$ cat src/rtl/apb_arb_pkg.sv
// Shared types and constants for the APB requester arbiter and its picker.
package apb_arb_pkg;

  localparam int DATA_W  = 32;
  localparam int MAX_REQ = 4;

  typedef enum logic [1:0] {
    IDLE,
    ISSUE,
    SETUP,
    ACCESS
  } arb_state_e;

endpackage

$ cat src/rtl/apb_req_arbiter_if.sv
// Requester and APB-master transfer signals of the arbiter.
// The slave modport is the arbiter side; the master modport is the requesters plus master.
interface apb_req_arbiter_if #(
  parameter int NUM_REQ = 2
);
  import apb_arb_pkg::*;

  logic [NUM_REQ-1:0]        req_valid;
  logic [NUM_REQ*DATA_W-1:0] req_addr;
  logic [NUM_REQ*DATA_W-1:0] req_wdata;
  logic [NUM_REQ-1:0]        req_write;
  logic [NUM_REQ-1:0]        req_lock;
  logic [NUM_REQ-1:0]        req_ack;
  logic [DATA_W-1:0]         resp_rdata;
  logic [1:0]                grant_id;
  logic                      busy;

  logic                      m_transfer;
  logic [DATA_W-1:0]         m_addr;
  logic [DATA_W-1:0]         m_wdata;
  logic                      m_write;
  logic                      m_ready;
  logic [DATA_W-1:0]         m_rdata;

  modport slave (
    input  req_valid, req_addr, req_wdata, req_write, req_lock,
    input  m_ready, m_rdata,
    output req_ack, resp_rdata, grant_id, busy,
    output m_transfer, m_addr, m_wdata, m_write
  );

  modport master (
    output req_valid, req_addr, req_wdata, req_write, req_lock,
    output m_ready, m_rdata,
    input  req_ack, resp_rdata, grant_id, busy,
    input  m_transfer, m_addr, m_wdata, m_write
  );

endinterface

$ cat src/rtl/apb_rr_picker.sv
// Combinational round-robin pick: first eligible index above last_grant, wrapping.
// Shared by the bus arbiters; supports up to MAX_REQ requesters.
module apb_rr_picker
  import apb_arb_pkg::*;
#(
  parameter int NUM_REQ = 2
) (
  input  logic [NUM_REQ-1:0] eligible,
  input  logic [1:0]         last_grant,
  output logic               found,
  output logic [1:0]         index
);

  logic [MAX_REQ-1:0] elig_w;

  always_comb begin
    elig_w = '0;
    elig_w[NUM_REQ-1:0] = eligible;
  end

  // last_grant < NUM_REQ, so one conditional subtract is enough for the wrap
  always_comb begin
    logic [2:0] cand;
    found = 1'b0;
    index = '0;
    cand  = '0;
    for (int k = 1; k <= NUM_REQ; k++) begin
      cand = {1'b0, last_grant} + 3'(k);
      if (cand >= 3'(NUM_REQ))
        cand = cand - 3'(NUM_REQ);
      if (!found && elig_w[cand[1:0]]) begin
        found = 1'b1;
        index = cand[1:0];
      end
    end
  end

endmodule

$ cat src/rtl/apb_req_arbiter.sv
// Round-robin arbiter sharing one APB master transfer port between NUM_REQ requesters.
// Optional keep-grant support with APB_ARB_LOCK_EN defined.
//
// state  | meaning
// IDLE   | arbitrate; latch winner payload on a grant
// ISSUE  | m_transfer pulse, master samples payload
// SETUP  | master in SETUP, m_ready ignored
// ACCESS | wait for m_ready, then ack the winner
module apb_req_arbiter
  import apb_arb_pkg::*;
#(
  parameter int NUM_REQ = 2
) (
  input  logic PCLK,
  input  logic PRESET,
  apb_req_arbiter_if.slave bus
);

  arb_state_e state_q, state_d;

  logic [MAX_REQ-1:0] valid_w;
  logic [MAX_REQ-1:0] write_w;
  logic [MAX_REQ-1:0] lock_w;
  logic [DATA_W-1:0]  addr_arr  [MAX_REQ];
  logic [DATA_W-1:0]  wdata_arr [MAX_REQ];

  logic [NUM_REQ-1:0] eligible;
  logic               pick_found;
  logic [1:0]         pick_idx;
  logic               grant_go;
  logic               done;
  logic [1:0]         win_idx;

  logic [1:0]         grant_id_q;
  logic [1:0]         last_grant_q;
  logic [DATA_W-1:0]  m_addr_q;
  logic [DATA_W-1:0]  m_wdata_q;
  logic               m_write_q;
  logic [DATA_W-1:0]  rdata_q;
  logic [NUM_REQ-1:0] ack_q;
  logic [NUM_REQ-1:0] ack_onehot;

  // pad requester inputs to MAX_REQ so a 2-bit index always selects cleanly
  for (genvar g = 0; g < MAX_REQ; g++) begin : g_pad
    if (g < NUM_REQ) begin : g_real
      assign valid_w[g]   = bus.req_valid[g];
      assign write_w[g]   = bus.req_write[g];
      assign lock_w[g]    = bus.req_lock[g];
      assign addr_arr[g]  = bus.req_addr[g*DATA_W +: DATA_W];
      assign wdata_arr[g] = bus.req_wdata[g*DATA_W +: DATA_W];
    end else begin : g_zero
      assign valid_w[g]   = 1'b0;
      assign write_w[g]   = 1'b0;
      assign lock_w[g]    = 1'b0;
      assign addr_arr[g]  = '0;
      assign wdata_arr[g] = '0;
    end
  end

  // the requester being acked still shows valid this cycle
  assign eligible = bus.req_valid & ~ack_q;

  apb_rr_picker #(.NUM_REQ(NUM_REQ)) u_picker (
    .eligible   (eligible),
    .last_grant (last_grant_q),
    .found      (pick_found),
    .index      (pick_idx)
  );

`ifdef APB_ARB_LOCK_EN
  logic lock_q;
  logic lock_hit;
  assign lock_hit = lock_q && valid_w[grant_id_q];
`endif

  always_comb begin
    for (int i = 0; i < NUM_REQ; i++)
      ack_onehot[i] = (grant_id_q == 2'(i));
  end

  always_ff @(posedge PCLK or posedge PRESET) begin
    if (PRESET)
      state_q <= IDLE;
    else
      state_q <= state_d;
  end

  always_comb begin
    state_d  = state_q;
    grant_go = 1'b0;
    done     = 1'b0;
    win_idx  = pick_idx;
    case (state_q)
      IDLE: begin
`ifdef APB_ARB_LOCK_EN
        if (lock_hit) begin
          grant_go = 1'b1;
          win_idx  = grant_id_q;
        end else
`endif
        if (pick_found)
          grant_go = 1'b1;
        if (grant_go)
          state_d = ISSUE;
      end
      ISSUE:  state_d = SETUP;
      SETUP:  state_d = ACCESS;
      ACCESS: begin
        if (bus.m_ready) begin
          done    = 1'b1;
          state_d = IDLE;
        end
      end
      default: state_d = IDLE;
    endcase
  end

  // a locked re-grant returns to the requester already in last_grant,
  // so updating last_grant on every completion leaves it unchanged while locked
  always_ff @(posedge PCLK or posedge PRESET) begin
    if (PRESET) begin
      grant_id_q   <= '0;
      last_grant_q <= 2'(NUM_REQ - 1);
      m_addr_q     <= '0;
      m_wdata_q    <= '0;
      m_write_q    <= 1'b0;
      rdata_q      <= '0;
      ack_q        <= '0;
`ifdef APB_ARB_LOCK_EN
      lock_q       <= 1'b0;
`endif
    end else begin
      ack_q <= '0;
      if (grant_go) begin
        grant_id_q <= win_idx;
        m_addr_q   <= addr_arr[win_idx];
        m_wdata_q  <= wdata_arr[win_idx];
        m_write_q  <= write_w[win_idx];
`ifdef APB_ARB_LOCK_EN
        lock_q     <= 1'b0;
`endif
      end
      if (done) begin
        rdata_q      <= bus.m_rdata;
        ack_q        <= ack_onehot;
        last_grant_q <= grant_id_q;
`ifdef APB_ARB_LOCK_EN
        lock_q       <= lock_w[grant_id_q];
`endif
      end
    end
  end

  assign bus.req_ack    = ack_q;
  assign bus.resp_rdata = rdata_q;
  assign bus.grant_id   = grant_id_q;
  assign bus.busy       = (state_q != IDLE);
  assign bus.m_transfer = (state_q == ISSUE);
  assign bus.m_addr     = m_addr_q;
  assign bus.m_wdata    = m_wdata_q;
  assign bus.m_write    = m_write_q;

endmodule

$ cat src/flat_wrapper.sv
// flat-port wrapper written by rule: the top's interface ports become plain ports
module apb_req_arbiter_flat import apb_arb_pkg::*;
#(
  parameter int NUM_REQ = 2
)
  (PCLK, PRESET, bus_req_valid, bus_req_addr, bus_req_wdata, bus_req_write, bus_req_lock, bus_m_ready, bus_m_rdata, bus_req_ack, bus_resp_rdata, bus_grant_id, bus_busy, bus_m_transfer, bus_m_addr, bus_m_wdata, bus_m_write);
  apb_req_arbiter_if #(.NUM_REQ(NUM_REQ)) bus_i ();
  input  logic PCLK;
  input  logic PRESET;
  input wire logic [$bits(bus_i.req_valid)-1:0] bus_req_valid;
  input wire logic [$bits(bus_i.req_addr)-1:0] bus_req_addr;
  input wire logic [$bits(bus_i.req_wdata)-1:0] bus_req_wdata;
  input wire logic [$bits(bus_i.req_write)-1:0] bus_req_write;
  input wire logic [$bits(bus_i.req_lock)-1:0] bus_req_lock;
  input wire logic [$bits(bus_i.m_ready)-1:0] bus_m_ready;
  input wire logic [$bits(bus_i.m_rdata)-1:0] bus_m_rdata;
  output wire logic [$bits(bus_i.req_ack)-1:0] bus_req_ack;
  output wire logic [$bits(bus_i.resp_rdata)-1:0] bus_resp_rdata;
  output wire logic [$bits(bus_i.grant_id)-1:0] bus_grant_id;
  output wire logic [$bits(bus_i.busy)-1:0] bus_busy;
  output wire logic [$bits(bus_i.m_transfer)-1:0] bus_m_transfer;
  output wire logic [$bits(bus_i.m_addr)-1:0] bus_m_addr;
  output wire logic [$bits(bus_i.m_wdata)-1:0] bus_m_wdata;
  output wire logic [$bits(bus_i.m_write)-1:0] bus_m_write;
  assign bus_i.req_valid = bus_req_valid;
  assign bus_i.req_addr = bus_req_addr;
  assign bus_i.req_wdata = bus_req_wdata;
  assign bus_i.req_write = bus_req_write;
  assign bus_i.req_lock = bus_req_lock;
  assign bus_i.m_ready = bus_m_ready;
  assign bus_i.m_rdata = bus_m_rdata;
  assign bus_req_ack = bus_i.req_ack;
  assign bus_resp_rdata = bus_i.resp_rdata;
  assign bus_grant_id = bus_i.grant_id;
  assign bus_busy = bus_i.busy;
  assign bus_m_transfer = bus_i.m_transfer;
  assign bus_m_addr = bus_i.m_addr;
  assign bus_m_wdata = bus_i.m_wdata;
  assign bus_m_write = bus_i.m_write;
  apb_req_arbiter #(.NUM_REQ(NUM_REQ)) u_core (.PCLK(PCLK), .PRESET(PRESET), .bus(bus_i));
endmodule
$ cat config.mk
export PLATFORM = sky130hd
export DESIGN_NAME = apb_req_arbiter_flat
export DESIGN_NICKNAME = d
export VERILOG_FILES = /design/src/rtl/apb_arb_pkg.sv /design/src/rtl/apb_req_arbiter_if.sv /design/src/rtl/apb_rr_picker.sv /design/src/rtl/apb_req_arbiter.sv /design/src/flat_wrapper.sv
export SDC_FILE = /design/constraint.sdc
export NUM_CORES = 1
export LEC_CHECK = 0
export CORE_AREA = 3 3 112 114
export CTS_BUF_LIST = sky130_fd_sc_hd__clkbuf_2 sky130_fd_sc_hd__clkbuf_4 sky130_fd_sc_hd__clkbuf_8
export DETAILED_ROUTE_END_ITERATION = 6
export DIE_AREA = 0 0 115 117
export PLACE_DENSITY_LB_ADDON = 0.05
export SYNTH_ARGS = -nofsm -noshare
export SYNTH_HDL_FRONTEND = slang
export SYNTH_SLANG_ARGS = --single-unit
export TNS_END_PERCENT = 50
$ cat constraint.sdc
create_clock -name PCLK -period 4.9 [get_ports PCLK]
set_clock_uncertainty 0.15 [all_clocks]
set_input_delay 0.735 -clock PCLK [delete_from_list [all_inputs] [get_ports PCLK]]
set_output_delay 0.735 -clock PCLK [all_outputs]
set_load 0.03 [all_outputs]
**Yosys cells after proc, flatten, opt, wreduce, memory -nomap -nowiden**

Index checks and enable logic that the tools add are counted.

- Add/sub/neg operators: 4
- Reduce and logical (&&, ||, !) cells: 6
- Mux-type cells: 27
- Bitwise gates (word level): 3
- Equal/unequal tests: 6
- $lt $le $gt $ge: 6

Operators by type and width:

| cell | number |
|---|---|
| binary-select mux 32 bit (select 2 bit) | 2 |
| two-way mux 32 bit | 4 |
| two-way mux 2 bit | 7 |
| two-way mux 1 bit | 10 |
| less-than comparator 2 x 3 -> 1 bit, second input constant | 3 |
| one-hot mux 2 bit (4 select lines) | 1 |
| binary-select mux 1 bit (select 2 bit) | 3 |
| >= comparator 3 x 2 -> 1 bit, second input constant | 2 |
| equality test 2 x 1 -> 1 bit, second input constant | 2 |
| equality test 2 bit, second input constant | 2 |
| logical NOT 2 bit | 2 |
| subtractor 2 bit, second input constant | 2 |
| adder 2 x 1 -> 3 bit, second input constant | 1 |
| adder 2 x 2 -> 3 bit, second input constant | 1 |
| >= comparator 3 bit, second input constant | 1 |
| NOT 2 -> 3 bit | 1 |
| bitwise AND 2 bit | 1 |
| != test 2 x 1 -> 1 bit, second input constant | 1 |
| != test 2 bit, second input constant | 1 |
| NOT 2 bit | 1 |
| AND reduction 2 bit | 1 |
| nonzero test 2 bit | 1 |
| logical AND 1 bit | 1 |
| logical NOT 1 bit | 1 |

- Bits in registers: 105
- Logic and storage cells: 60

**Longest topological paths before layout**

- Depth in word-level cells: 13
- Depth in mapped cells: 7

**Cells and area by module**

A second synthesis with hierarchy kept.

- Cells, all modules: 389
- Area, all modules: 4615.7 um2

By module, submodules not included:

| module | area each (um2) | times used | sequential area each (um2) | cells an instance |
|---|---|---|---|---|
| apb_req_arbiter | 4576.9 | 1 | 2628.8 | 382 |
| apb_rr_picker | 38.8 | 1 | 0.0 | 7 |

**Least setup slack after synthesis**

No wires, ideal clock.

- Path type: flip-flop to flip-flop
- From: register u_core.state_q[0]
- To: register u_core.state_q[1]
- Data required time: 4.625 ns
- Data arrival time: 1.626 ns
- Path buffers: 0
- Stages on the path, launching flop included: 7
- Period minus slack after synthesis: 1.901 ns
- Setup slack: 2.999 ns
- Cell sequence: dfrtp_1 > inv_1 > ha_1 > inv_1 > nor3_1 > a311oi_2 > mux2_2

- Word-level cells in the longest chain between the ends: 3
- Elaborated cells between the ends (all ways): 8
- Classes of those cells: eq/ne: 5; mux: 1; reduce/logical: 2

RTL lines:

| what | RTL line | text |
|---|---|---|
| start, declared | apb_req_arbiter.sv:19 | `arb_state_e state_q, state_d;` |
| start signal, assigned | apb_req_arbiter.sv:85 | `state_q <= state_d;` |
| equality test 2 bit / logical NOT 2 bit (equally long branches) | apb_req_arbiter.sv:93 | `case (state_q)` |
| != test 2 bit (no source line) / != test 2 x 1 -> 1 bit (equally long branches) | n/a |  |
| AND reduction 2 bit (no source line) | n/a |  |

Parallel ways exist; a longest one is shown, timed or not.
A chain may end at the register's enable or synchronous reset.

**Worst setup path after layout**

- From: register u_core.state_q[0]
- To: output port bus_busy

- Word-level cells in the longest chain between the ends: 1

RTL lines:

| what | RTL line | text |
|---|---|---|
| nonzero test 2 bit | apb_req_arbiter.sv:157 | `assign bus.busy = (state_q != IDLE);` |
| end, declared | flat_wrapper.sv:20 | `output wire logic [$bits(bus_i.busy)-1:0] bus_busy;` |

No other way between the ends.

==> results.cfg <==
[global_route]
grt_util_all_layers = 0.196
grt_pass1_wl_um = 20300
grt_max_degree = 83
antenna_found_initial = 0
grt-ovfl-total = 0
grt_pass1_vias = 3935

[synthesis]
syn_inst = 385
synth_cell_types = 27
synthesis.nets = 559
syn_area_um2 = 4650
syn_area_per_cell_um2 = 12.1
async_flop_share = 1.00
ys_seq_area_frac = 0.565
ys_ff_latch = 105
ys_warn_count = 0
ys.flop_type = dfrtp_1
synth_edf_count = 0

[die]
die_w_um = 115
fp.dieH_um = 117
initial_core_util = 0.404
die_area_um2 = 13500
ios = 272
core_um2 = 11500
rows = 39

[placed_design]
gp_congestion = 0.753
pre_cts_slack_ns = 1.71
dpl-instance-area_um2 = 7380
place_hpwl_um = 10500
io_buffers = 269

[critical_path]
crit_type = register to output port
critPathLaunch = u_core.state_q[0]$_DFFE_PP0P_
worstSetupEndpoint = bus_busy
crit_chain = inv_1 -> ha_1 -> inv_1 -> clkdlybuf4s50_1
worst_ep_arrival_time_ns = 1.94
crit_fanout = 4
regToRegStartpoint = u_core.last_grant_q[0]$_DFFE_PP1P_
required_ns = 4.01
reg2reg_depth = 5
cpPeakStageDelay_ns = 0.69
crit_slowest_cell = clkdlybuf4s50_1
cp-end-kind = output port
r2r_slack_ns = 2.39
critPathLaunchType = register
crit_top_cell = inv_1
reg2reg_to = u_core.bus.m_addr[31]$_DFFE_PP0P_

[finish]
diodes = 0
syn2layout_area_growth_pct = 63.2
nFillCells = 949
drive_above_1_share = 0.0982
stdcell_area_um2 = 7590
final_util = 0.659
finalNetCount = 821

[detailed_routing]
num_vias = 3760
drtIter0Drc = 198
drc = 0
routedWlPerCell_um = 16.8
firstDrtPassIters = 4
finalWirelength_um = 13400
avgViaCountPerCell = 4.73
ant_nets = 0

[sta]
layout_setup_ws_ns = 2.07
whs_ns = 0.337
rsz0062_at_grt = no
tightest_slew_ns = 1.18
setup_violations = 0
relSlewSlack = 0.213
fin_crit_sh = 0.577
setup_tns_ns = 0
fmax_mhz = 354
fin_crit_ns = 2.83
hold_viol = 0
slew_violations = 0

[clock_tree]
cts_tree = done
numCtsBuffers = 9
clock-sinks = 105
clockRootBuffer = clkbuf_8
hold_buffers = 0
clk_latency_ns = 0.36
cts.reportedPaths.clkPinSlew_ns = 0.09
cts_setup_buffers = 0
clockBufferDepth = 2
cts_resized = 0
htreeDepth = 3

[power]
power_density_nw_per_um2 = 627
power_leakage_nw = 3.40
ir_drop_uv = 342

[worst_hold_path]
hold_path_class = register to register

[flow_run]
timing.max_cap.violations = 0

[outcome]
status = completed
logic make-up after synthesis:
family,Yosys count,share of synthesized area
muxes,101,0.227
adders and majority gates,5,0.0134
and+or+nand+nor,78,0.0705
DFF,105,0.565
buffers and inverters,28,0.0473
AOI/OAI and AO/OA,68,0.0769
metrics by stage:
stage | cells | total power, mW
2_1_floorplan | 385 | 3.12
3_3_place_gp | 779 | 4.19
3_5_place_dp | 779 | 4.25
4_1_cts | 795 | 4.82
5_1_grt | 795 | 5.05
6_report | 795 | 4.76
flip-flops by register name (all words and copies together), names as in the netlist:
register	flops
u_core.bus.resp_rdata	32
u_core.bus.grant_id	2
u_core.state_q	2
u_core.bus.m_addr	32
u_core.bus.m_write	1
u_core.bus.req_ack	2
u_core.bus.m_wdata	32
u_core.last_grant_q	2
placed cells by master, fill, tap and decap left out, drive strengths merged, types with 2 or more instances in the layout:
cell type / netlist / final
buf: 18 / 6
clkbuf: 6 / 12
clkdlybuf4s50: 0 / 269
clkinv: 0 / 2
dfrtp: 104 / 104
ha: 5 / 5
inv: 4 / 4
mux2: 35 / 35
mux2i: 66 / 66
nand2: 68 / 68
nor2b: 2 / 2
nor3: 2 / 2
nor3b: 2 / 2
o21ai: 66 / 66
area by class of cell:
class / instances / area (µm²) / share of cell area
tap: 143 / 179 / 0.0236
sequential: 105 / 2630 / 0.346
clock inverter: 4 / 51.3 / 0.00676
clock buffer: 12 / 159 / 0.0209
multi-input combinational: 252 / 1820 / 0.240
timing repair buffer: 275 / 2740 / 0.361
inverter: 4 / 17.5 / 0.00231
power by group:
part / switching [mW] / internal, mW
sequential: 0.211 / 1.28
combinational: 1.53 / 1.17
clock: 0.290 / 0.270
synth_stat cells, types with 2 or more instances:
| library cell | number | area (µm²) |
|---|---|---|
| ha_1 | 5 | 62.6 |
| nand2_1 | 68 | 255 |
| buf_2 | 7 | 35.0 |
| nor3_1 | 2 | 10.0 |
| o21ai_0 | 11 | 55.1 |
| o21ai_1 | 55 | 275 |
| dfrtp_1 | 104 | 2600 |
| buf_12 | 4 | 80.1 |
| mux2i_1 | 66 | 661 |
| inv_1 | 4 | 15.0 |
| mux2_2 | 35 | 394 |
| buf_4 | 5 | 37.5 |
| clkbuf_1 | 5 | 18.8 |
routing by layer:
metal,GRT usage,routed length [µm],vias to the layer above
met5,0,0,-
met4,0.0595,213,0
met3,0.0632,1200,15
met2,0.351,6860,163
met1,0.222,5110,1736
li1,-,-,1846
how the worst min path moves through the flow:
stage / startpoint / to / cells after the start
after global placement: u_core.bus.m_wdata[19]$_DFFE_PP0P_ / u_core.bus.m_wdata[19]$_DFFE_PP0P_ / 2
after global routing: u_core.bus.m_wdata[10]$_DFFE_PP0P_ / u_core.bus.m_wdata[10]$_DFFE_PP0P_ / 2
after detailed placement: u_core.bus.m_wdata[2]$_DFFE_PP0P_ / u_core.bus.m_wdata[2]$_DFFE_PP0P_ / 2
final: u_core.bus.m_wdata[8]$_DFFE_PP0P_ / u_core.bus.m_wdata[8]$_DFFE_PP0P_ / 2
after floorplan: u_core.state_q[1]$_DFFE_PP0P_ / u_core.state_q[1]$_DFFE_PP0P_ / 1
after CTS: u_core.bus.m_wdata[8]$_DFFE_PP0P_ / u_core.bus.m_wdata[8]$_DFFE_PP0P_ / 2
worst max-delay path: cells and delay by family (launching register included):
kind | cells | cell delay [ns]
fa+ha+maj | 1 | 0.27
buf+inv | 3 | 0.92
flops | 1 | 0.38
Note: power is estimated with default switching activity, not from simulation.
